===== src/rtl/vectoring_mode_seq_if.sv =====
// Handshake and sign-stream bundle for the vectoring-mode CORDIC cell.
// The slave modport is the CORDIC cell; the master modport is the upstream/downstream side.
interface vectoring_mode_seq_if #(
    parameter int DATA_LENGTH = 13,
    parameter int ITER_IDX    = 3,
    parameter int NUM_SIGN    = 2
);
    logic                          in_valid;
    logic                          in_ready;
    logic signed [DATA_LENGTH-1:0] in_X;
    logic signed [DATA_LENGTH-1:0] in_Y;
    logic                          sign_valid;
    logic [NUM_SIGN-1:0]           sign_d;
    logic [ITER_IDX-1:0]           iter_num;
    logic                          out_valid;
    logic                          out_ready;
    logic signed [DATA_LENGTH-1:0] out_X;
    logic signed [DATA_LENGTH-1:0] out_Y;
    logic                          out_flip;

    modport slave (
        input  in_valid, in_X, in_Y, out_ready,
        output in_ready, sign_valid, sign_d, iter_num,
        output out_valid, out_X, out_Y, out_flip
    );

    modport master (
        output in_valid, in_X, in_Y, out_ready,
        input  in_ready, sign_valid, sign_d, iter_num,
        input  out_valid, out_X, out_Y, out_flip
    );
endinterface


===== src/rtl/vectoring_mode_seq.sv =====
// Iterative vectoring-mode CORDIC: two micro-rotations per clock, streams direction bits downstream.
// Optional macro QUADRANT_PRE_EN: negate inputs with X<0 at acceptance and report it on out_flip.
module vectoring_mode_seq #(
    parameter int DATA_LENGTH = 13,
    parameter int ITER_IDX    = 3,
    parameter int NUM_SIGN    = 2
) (
    input  logic                 clk,
    input  logic                 rst_n,
    vectoring_mode_seq_if.slave  bus
);
    // Pair counter spans NUM_PAIRS = 2^(ITER_IDX-1); the last pair is the all-ones count.
    localparam int K_W = ITER_IDX - 1;
    localparam logic [K_W-1:0] K_LAST = '1;

    typedef enum logic [1:0] {IDLE, ITER, DONE} state_t;

    typedef struct packed {
        logic                          s;
        logic signed [DATA_LENGTH-1:0] x;
        logic signed [DATA_LENGTH-1:0] y;
    } rot_t;

    // One micro-rotation; must stay bit-identical to the rotation-mode cells that replay it.
    function automatic rot_t micro_rot(input logic signed [DATA_LENGTH-1:0] x,
                                       input logic signed [DATA_LENGTH-1:0] y,
                                       input logic [ITER_IDX-1:0]          sh);
        rot_t r;
        r.s = ~y[DATA_LENGTH-1];
        if (r.s) begin
            r.x = x + (y >>> sh);
            r.y = y - (x >>> sh);
        end else begin
            r.x = x - (y >>> sh);
            r.y = y + (x >>> sh);
        end
        return r;
    endfunction

    state_t                        state_q, state_d;
    logic signed [DATA_LENGTH-1:0] x_q, x_d, y_q, y_d;
    logic signed [DATA_LENGTH-1:0] out_x_q, out_x_d, out_y_q, out_y_d;
    logic [K_W-1:0]                k_q, k_d;
    logic                          sign_valid_q, sign_valid_d;
    logic [NUM_SIGN-1:0]           sgn_q, sgn_d;
    logic [ITER_IDX-1:0]           iter_q, iter_d;
    logic                          out_valid_q, out_valid_d;
    logic                          flip_q, flip_d;

    logic                          flip_in;
    logic signed [DATA_LENGTH-1:0] in_x_lat, in_y_lat;
    rot_t                          r0, r1;

`ifdef QUADRANT_PRE_EN
    // Left half-plane inputs are rotated by 180 deg so the CORDIC range covers them.
    always_comb begin
        flip_in  = bus.in_X[DATA_LENGTH-1];
        in_x_lat = flip_in ? -bus.in_X : bus.in_X;
        in_y_lat = flip_in ? -bus.in_Y : bus.in_Y;
    end
`else
    assign flip_in  = 1'b0;
    assign in_x_lat = bus.in_X;
    assign in_y_lat = bus.in_Y;
`endif

    // Pair datapath: shifts 2k and 2k+1 chained combinationally on the current registers.
    always_comb begin
        r0 = micro_rot(x_q, y_q, {k_q, 1'b0});
        r1 = micro_rot(r0.x, r0.y, {k_q, 1'b1});
    end

    always_comb begin
        state_d      = state_q;
        x_d          = x_q;
        y_d          = y_q;
        k_d          = k_q;
        sign_valid_d = 1'b0;
        sgn_d        = sgn_q;
        iter_d       = iter_q;
        out_valid_d  = out_valid_q;
        out_x_d      = out_x_q;
        out_y_d      = out_y_q;
        flip_d       = flip_q;

        case (state_q)
            IDLE: begin
                if (bus.in_valid) begin
                    state_d = ITER;
                    x_d     = in_x_lat;
                    y_d     = in_y_lat;
                    k_d     = '0;
                    flip_d  = flip_in;
                end
            end
            ITER: begin
                x_d          = r1.x;
                y_d          = r1.y;
                sgn_d        = {r1.s, r0.s};
                iter_d       = {k_q, 1'b0};
                sign_valid_d = 1'b1;
                k_d          = k_q + 1'b1;
                if (k_q == K_LAST) begin
                    state_d     = DONE;
                    out_valid_d = 1'b1;
                    out_x_d     = r1.x;
                    out_y_d     = r1.y;
                end
            end
            DONE: begin
                if (bus.out_ready) begin
                    out_valid_d = 1'b0;
                    state_d     = IDLE;
                end
            end
            default: state_d = IDLE;
        endcase
    end

    always_ff @(posedge clk or negedge rst_n) begin
        if (!rst_n) begin
            state_q      <= IDLE;
            x_q          <= '0;
            y_q          <= '0;
            k_q          <= '0;
            sign_valid_q <= 1'b0;
            sgn_q        <= '0;
            iter_q       <= '0;
            out_valid_q  <= 1'b0;
            out_x_q      <= '0;
            out_y_q      <= '0;
            flip_q       <= 1'b0;
        end else begin
            state_q      <= state_d;
            x_q          <= x_d;
            y_q          <= y_d;
            k_q          <= k_d;
            sign_valid_q <= sign_valid_d;
            sgn_q        <= sgn_d;
            iter_q       <= iter_d;
            out_valid_q  <= out_valid_d;
            out_x_q      <= out_x_d;
            out_y_q      <= out_y_d;
            flip_q       <= flip_d;
        end
    end

    assign bus.in_ready   = (state_q == IDLE);
    assign bus.sign_valid = sign_valid_q;
    assign bus.sign_d     = sgn_q;
    assign bus.iter_num   = iter_q;
    assign bus.out_valid  = out_valid_q;
    assign bus.out_X      = out_x_q;
    assign bus.out_Y      = out_y_q;
    assign bus.out_flip   = flip_q;

endmodule


===== src/flat_wrapper.sv =====
// flat-port wrapper written by rule: the top's interface ports become plain ports
module vectoring_mode_seq_flat 
#(
    parameter int DATA_LENGTH = 13,
    parameter int ITER_IDX    = 3,
    parameter int NUM_SIGN    = 2
)
  (clk, rst_n, bus_in_valid, bus_in_X, bus_in_Y, bus_out_ready, bus_in_ready, bus_sign_valid, bus_sign_d, bus_iter_num, bus_out_valid, bus_out_X, bus_out_Y, bus_out_flip);
  vectoring_mode_seq_if #(.DATA_LENGTH(DATA_LENGTH), .ITER_IDX(ITER_IDX), .NUM_SIGN(NUM_SIGN)) bus_i ();
  input  logic clk;
  input  logic rst_n;
  input wire logic [$bits(bus_i.in_valid)-1:0] bus_in_valid;
  input wire logic [$bits(bus_i.in_X)-1:0] bus_in_X;
  input wire logic [$bits(bus_i.in_Y)-1:0] bus_in_Y;
  input wire logic [$bits(bus_i.out_ready)-1:0] bus_out_ready;
  output wire logic [$bits(bus_i.in_ready)-1:0] bus_in_ready;
  output wire logic [$bits(bus_i.sign_valid)-1:0] bus_sign_valid;
  output wire logic [$bits(bus_i.sign_d)-1:0] bus_sign_d;
  output wire logic [$bits(bus_i.iter_num)-1:0] bus_iter_num;
  output wire logic [$bits(bus_i.out_valid)-1:0] bus_out_valid;
  output wire logic [$bits(bus_i.out_X)-1:0] bus_out_X;
  output wire logic [$bits(bus_i.out_Y)-1:0] bus_out_Y;
  output wire logic [$bits(bus_i.out_flip)-1:0] bus_out_flip;
  assign bus_i.in_valid = bus_in_valid;
  assign bus_i.in_X = bus_in_X;
  assign bus_i.in_Y = bus_in_Y;
  assign bus_i.out_ready = bus_out_ready;
  assign bus_in_ready = bus_i.in_ready;
  assign bus_sign_valid = bus_i.sign_valid;
  assign bus_sign_d = bus_i.sign_d;
  assign bus_iter_num = bus_i.iter_num;
  assign bus_out_valid = bus_i.out_valid;
  assign bus_out_X = bus_i.out_X;
  assign bus_out_Y = bus_i.out_Y;
  assign bus_out_flip = bus_i.out_flip;
  vectoring_mode_seq #(.DATA_LENGTH(DATA_LENGTH), .ITER_IDX(ITER_IDX), .NUM_SIGN(NUM_SIGN)) u_core (.clk(clk), .rst_n(rst_n), .bus(bus_i));
endmodule

===== config.mk =====
export PLATFORM = sky130hd
export DESIGN_NAME = vectoring_mode_seq_flat
export DESIGN_NICKNAME = d
export VERILOG_FILES = /design/src/rtl/vectoring_mode_seq_if.sv /design/src/rtl/vectoring_mode_seq.sv /design/src/flat_wrapper.sv
export SDC_FILE = /design/constraint.sdc
export NUM_CORES = 1
export LEC_CHECK = 0
export BUFFER_PORTS_ARGS = -buffer_cell sky130_fd_sc_hd__buf_2
export CAP_MARGIN = 30
export CORE_MARGIN = 10
export CORE_UTILIZATION = 50
export DETAILED_ROUTE_END_ITERATION = 7
export GPL_ROUTABILITY_DRIVEN = 0
export PLACE_DENSITY = 0.77
export RECOVER_POWER = 25
export REMOVE_ABC_BUFFERS = 1
export SYNTH_ARGS = -nofsm -noshare
export SYNTH_HDL_FRONTEND = slang
export SYNTH_SLANG_ARGS = --single-unit

===== constraint.sdc =====
create_clock -name clk -period 8.4 [get_ports clk]
set_input_delay 0.84 -clock clk [delete_from_list [all_inputs] [get_ports clk]]
set_output_delay 0.84 -clock clk [all_outputs]
set_load 0.05 [all_outputs]

### Word level (Yosys, flattened, before mapping)

Index checks and enable logic that the tools add are counted.

| word-level totals | value |
|---|---|
| register bits | 62 |

| cells by class | value |
|---|---|
| add/subtract/negate cells | 9 |
| equality and inequality tests | 6 |
| shifts and indexed selects | 4 |
| multiplexer cells | 16 |
| bitwise operators | 2 |
| reductions and logical operators | 7 |

Operators with widths:

| kind | number |
|---|---|
| 13-bit adder | 4 |
| 26-bit two-way mux | 2 |
| 13-bit one-hot mux with 2 select lines | 2 |
| 13-bit by 3-bit >>> shifter with 13-bit output | 4 |
| 13-bit subtractor | 4 |
| 13-bit two-way mux | 2 |
| 2-bit two-way mux | 4 |
| 2-bit one-hot mux with 3 select lines | 1 |
| 3-bit AND reduction | 2 |
| 2-bit equality test (second input constant) | 2 |
| 2-bit != test (second input constant) | 2 |
| 2-bit one-hot mux with 2 select lines | 1 |
| 2-bit AND reduction | 2 |
| 2-bit nonzero test | 2 |
| 1-bit two-way mux | 3 |
| 2-bit by 1-bit adder with 2-bit output (second input constant) | 1 |
| 2-bit by 1-bit equality test with 1-bit output (second input constant) | 1 |
| 2-bit logical NOT | 1 |
| 2-bit by 1-bit != test with 1-bit output (second input constant) | 1 |
| 1-bit inverter | 2 |
| 1-bit one-hot mux with 2 select lines | 1 |

### Logic depth before layout (Yosys ltp)

| logic depth | value |
|---|---|
| depth after elaboration | 7 |
| mapped depth | 35 |
| gate-level depth less buffers | 32 |

### Worst setup path after synthesis

No wires, ideal clock.

| timing | value |
|---|---|
| path type | register to register |
| from | register u_core.k_q[1] |
| to | register u_core.x_q[12] |
| arrival time | 6.598 ns |
| data required time | 8.273 ns |
| setup slack | 1.675 ns |
| cell stages (with the launch flop) | 30 |
| clock period less this slack | 6.725 ns |
| cells stage by stage | dfrtp_1 > buf_2 > buf_1 > clkbuf_1 > mux4_2 > or3_1 > nor3_1 > nor2_1 > xnor2_1 > ha_1 > or4_1 > a21oi_1 > nor2_1 > xnor2_1 > inv_2 > mux4_2 > inv_1 > ha_1 > a21o_1 > fa_1 > nor2b_1 > o21ai_0 > nand2b_1 > a2111oi_0 > or4_1 > nand3_1 > o211ai_1 > xor2_1 > xnor2_1 > a21oi_1 |

| on the way | value |
|---|---|
| cells in the longest elaborated chain, start to end | 7 |
| elaborated cells between the ends (all ways) | 12 |
| those cells by class | add/sub (6); shift (3); mux (3) |

RTL lines:

| item | line | source |
|---|---|---|
| from (decl) | vectoring_mode_seq.sv:43 | `logic [K_W-1:0] k_q, k_d;` |
| from (signal assigned) | vectoring_mode_seq.sv:137 | `k_q <= k_d;` |
| 13-bit by 3-bit >>> shifter with 13-bit output | vectoring_mode_seq.sv:32, vectoring_mode_seq.sv:35 |  |
| 13-bit subtractor / 13-bit adder (equally long branches) | vectoring_mode_seq.sv:32, vectoring_mode_seq.sv:35 |  |
| 26-bit two-way mux | vectoring_mode_seq.sv:30 | `if (r.s) begin` |
| 13-bit by 3-bit >>> shifter with 13-bit output | vectoring_mode_seq.sv:31, vectoring_mode_seq.sv:34 |  |
| 13-bit adder / 13-bit subtractor (equally long branches) | vectoring_mode_seq.sv:31, vectoring_mode_seq.sv:34 |  |
| 26-bit two-way mux (*) | vectoring_mode_seq.sv:30 |  |
| 13-bit one-hot mux with 2 select lines (*) | vectoring_mode_seq.sv:86 | `case (state_q)` |
| to (signal assigned) | vectoring_mode_seq.sv:123 | `x_q <= '0;` |
| to (signal assigned) | vectoring_mode_seq.sv:135 | `x_q <= x_d;` |
| to (decl) | vectoring_mode_seq.sv:41 | `logic signed [DATA_LENGTH-1:0] x_q, x_d, y_q, y_d;` |

Every way passes the cells marked *; elsewhere a longest branch is shown, timed or not.
A chain may end at the register's enable or synchronous reset.

### Final worst setup path

| timing | value |
|---|---|
| from | register u_core.k_q[0] |
| to | register u_core.y_q[11] |

| on the way | value |
|---|---|
| cells in the longest elaborated chain, start to end | 7 |
| elaborated cells between the ends (all ways) | 12 |
| those cells by class | add/sub (6); shift (3); mux (3) |

RTL lines:

| item | line | source |
|---|---|---|
| 13-bit by 3-bit >>> shifter with 13-bit output | vectoring_mode_seq.sv:31, vectoring_mode_seq.sv:34 |  |
| 13-bit adder / 13-bit subtractor (equally long branches) | vectoring_mode_seq.sv:31, vectoring_mode_seq.sv:34 |  |
| 26-bit two-way mux | vectoring_mode_seq.sv:30 |  |
| 13-bit by 3-bit >>> shifter with 13-bit output | vectoring_mode_seq.sv:32, vectoring_mode_seq.sv:35 |  |
| 13-bit subtractor / 13-bit adder (equally long branches) | vectoring_mode_seq.sv:32, vectoring_mode_seq.sv:35 |  |
| 26-bit two-way mux (*) | vectoring_mode_seq.sv:30 |  |
| 13-bit one-hot mux with 2 select lines (*) | vectoring_mode_seq.sv:86 |  |
| to (signal assigned) | vectoring_mode_seq.sv:136 | `y_q <= y_d;` |
| to (decl) | vectoring_mode_seq.sv:41 |  |

Marks and branches as above.

==> qor.csv <==
metric;value;unit
drt_iter0_drc;792;
die_y;141;um
setup_viol;0;
syn_inst;884;
synth-seq-area-share;21.2;%
final.setup.tns;0;ps
post-dp-hpwl;16700;um
synth_largest_type_area_fraction;21.2;%
whs_path_depth;2;
grt_start_max_net_pins;63;
synth_cell_type_count;88;
critPathKind;reg2reg;
rows;44;
max_clock_freq;0.139;GHz
root_buffer;clkbuf_16;
rr_worst_depth;29;
worst_clock_skew;7.44;ps
reg2reg_to;u_core.y_q[11];
crit_path_frequent_cell;a21oi_1;
overflow;0;
maxSlewHeadroom;-129;%
grt.total_usage;21.4;%
drive_gt1_share;15.9;%
die-area;19900;sq um
hp-class;reg2reg;
r2r-start;u_core.k_q[0];
worstHoldStart;u_core.bus.out_Y[9];
cts_tree;done;
drv_slew;63;
diodes;0;
cpMaxStageDelayCell;dfrtp_2;
hold_viol_final;0;
yosys-top-cells-area;dfrtp_1 (21%), ha_1 (9.4%), a21oi_1 (5.1%);
worstSetupStartpointType;flop;
core;14400;sq um
detail-route-antenna-nets;0;
violations;max-capacitance violations, max-slew violations;
ys_warn_count;0;
via_per_inst;6.33;
grt_pass1_vias;6595;
insertion_delay;350;ps
max_stage_delay;630;ps
numCtsBuffers;9;
outcome;finished with violations;
min_to;u_core.bus.out_Y[9];
first_pass_iters;6;
ios;65;
synth_edf_count;0;
fillCellCount;1366;
fin_crit_sh;85.9;%
ctsResizeCount;0;
drt_wl_total;21700;um
synth.ff_latch_count;62;
max-cap-violations;1;
cts_buffer_depth;2;
fin_nets;1010;
synth_top_cell_by_area;dfrtp_1;
die_x;141;um
syn2layout_area_growth;8.68;%
min_period;7210;ps
port_buffers;62;
reg2reg_slack;1190;ps
route.detailed.drc;0;
tightest_slew;3440;ps
synthFlopType;dfrtp_1;
initial_core_util;50.8;%
h-tree-depth;3;
postCtsSetupRepairBufs;0;
end_kind;flop;
synthArstFlopShare;100;%
antenna_found_initial;0;
cts.hold.buffers_added;0;
grt_pass1_wl;34700;um
path_clk_slew;60;ps
routedWlPerCell;19.5;um
vias;7027;
syn_area;7330;sq um
path_max_fanout;41;
cp.arrival;7420;ps
syn_avg_cell_area;8.29;sq um
rsz0062_at_grt;false;
crit_required;8610;ps
clock_sinks;62;
[sequential cells by signal, indices dropped and copies added (netlist names), 2 cells and up]
signal,flops
u_core.bus.out_Y,13
u_core.y_q,13
u_core.x_q,13
u_core.bus.out_X,13
u_core.bus.sign_d,2
u_core.bus.iter_num,2
u_core.state_q,2
u_core.k_q,2
[layer usage]
layer	GRT usage [%]	vias up	routed length, um
met4	9.89	0	857
met1	27.8	3318	9230
li1	-	3308	-
met5	0	-	0
met3	5.51	64	2040
met2	32.6	337	9550
[Yosys cell counts (6+ instances only)]
cell type,number
o21a_1,11
mux2_2,17
nor2_1,76
ha_1,55
nor2b_1,23
o21ai_1,9
clkbuf_1,23
xor2_1,24
nand2b_1,16
clkbuf_8,6
nand3_1,17
a31oi_1,11
a21oi_1,75
dfrtp_1,62
a21o_1,10
mux2i_1,25
or2_2,9
nor3_1,17
a211oi_1,21
o21ai_0,66
buf_2,6
nor3b_1,8
inv_1,46
mux4_2,12
o211ai_1,9
xnor2_1,42
nand2_1,63
[per-stage QoR]
| stage | worst slack (ps) | instance area (sq um) | hold WS, ps | utilization, % | cells |
|---|---|---|---|---|---|
| 3_5_place_dp | 1350 | 7660 | 465 | 53.1 | 1094 |
| 2_1_floorplan | 1010 | 7040 | 543 | - | 839 |
| 6_report | 1190 | 7960 | 473 | 55.2 | 1110 |
| 5_1_grt | 549 | 7960 | 493 | 55.2 | 1110 |
| 4_1_cts | 1290 | 7970 | 476 | 55.2 | 1110 |
| 3_3_place_gp | 1460 | 7660 | 457 | 53.1 | 1094 |
[worst max path at each step]
| stage | depth (start not counted) | to | start |
|---|---|---|---|
| finish | 29 | u_core.y_q[11] | u_core.k_q[0] |
| CTS | 29 | u_core.y_q[11] | u_core.k_q[0] |
| floorplan | 25 | u_core.x_q[12] | u_core.k_q[0] |
| detailed placement | 29 | u_core.y_q[11] | u_core.k_q[0] |
| global placement | 26 | u_core.y_q[12] | u_core.k_q[0] |
| global route | 29 | u_core.y_q[11] | u_core.k_q[0] |
[cells by family after synthesis]
logic type	share of synthesized area, %
flip-flops	21.2
AO/OA/AOI/OAI	24.9
XOR/XNOR	8.66
other	0.0512
AND/OR/NAND/NOR	18.3
buffers and inverters	6.40
multiplexers	10.0
adder cells (fa/ha/maj)	10.5
[final cells by class]
| cell class | instances | area (sq um) | share of cell area [%] |
|---|---|---|---|
| multi-input cells | 729 | 5320 | 66.8 |
| flip-flops and latches | 62 | 1550 | 19.5 |
| repair buffers | 71 | 374 | 4.70 |
| clock buffers | 10 | 239 | 3.00 |
| well taps | 184 | 230 | 2.89 |
| inverters | 48 | 180 | 2.26 |
| clock inverters | 6 | 67.6 | 0.849 |
[cell usage in the layout (no fill, tap or decap), types with 22 or more instances in the layout]
cell type  instances
nor2_1            76
a21oi_1           75
o21ai_0           66
nand2_1           63
buf_2             62
dfrtp_1           60
ha_1              55
inv_1             46
xnor2_1           42
mux2i_1           25
xor2_1            24
nor2b_1           22
[critical path: cells and delay by family (launching register included)]
kind                     cells  cell delay (ps)
adder cells (fa/ha/maj)      3              980
AND/OR/NAND/NOR             10             1340
multiplexers                 1              400
buffers and inverters        1              530
flip-flops                   1              630
AO/OA/AOI/OAI               12             2760
XOR/XNOR                     2              400
Power is not shown: default switching activity piles up to over one toggle a cycle in this logic, so the estimate is an artifact.
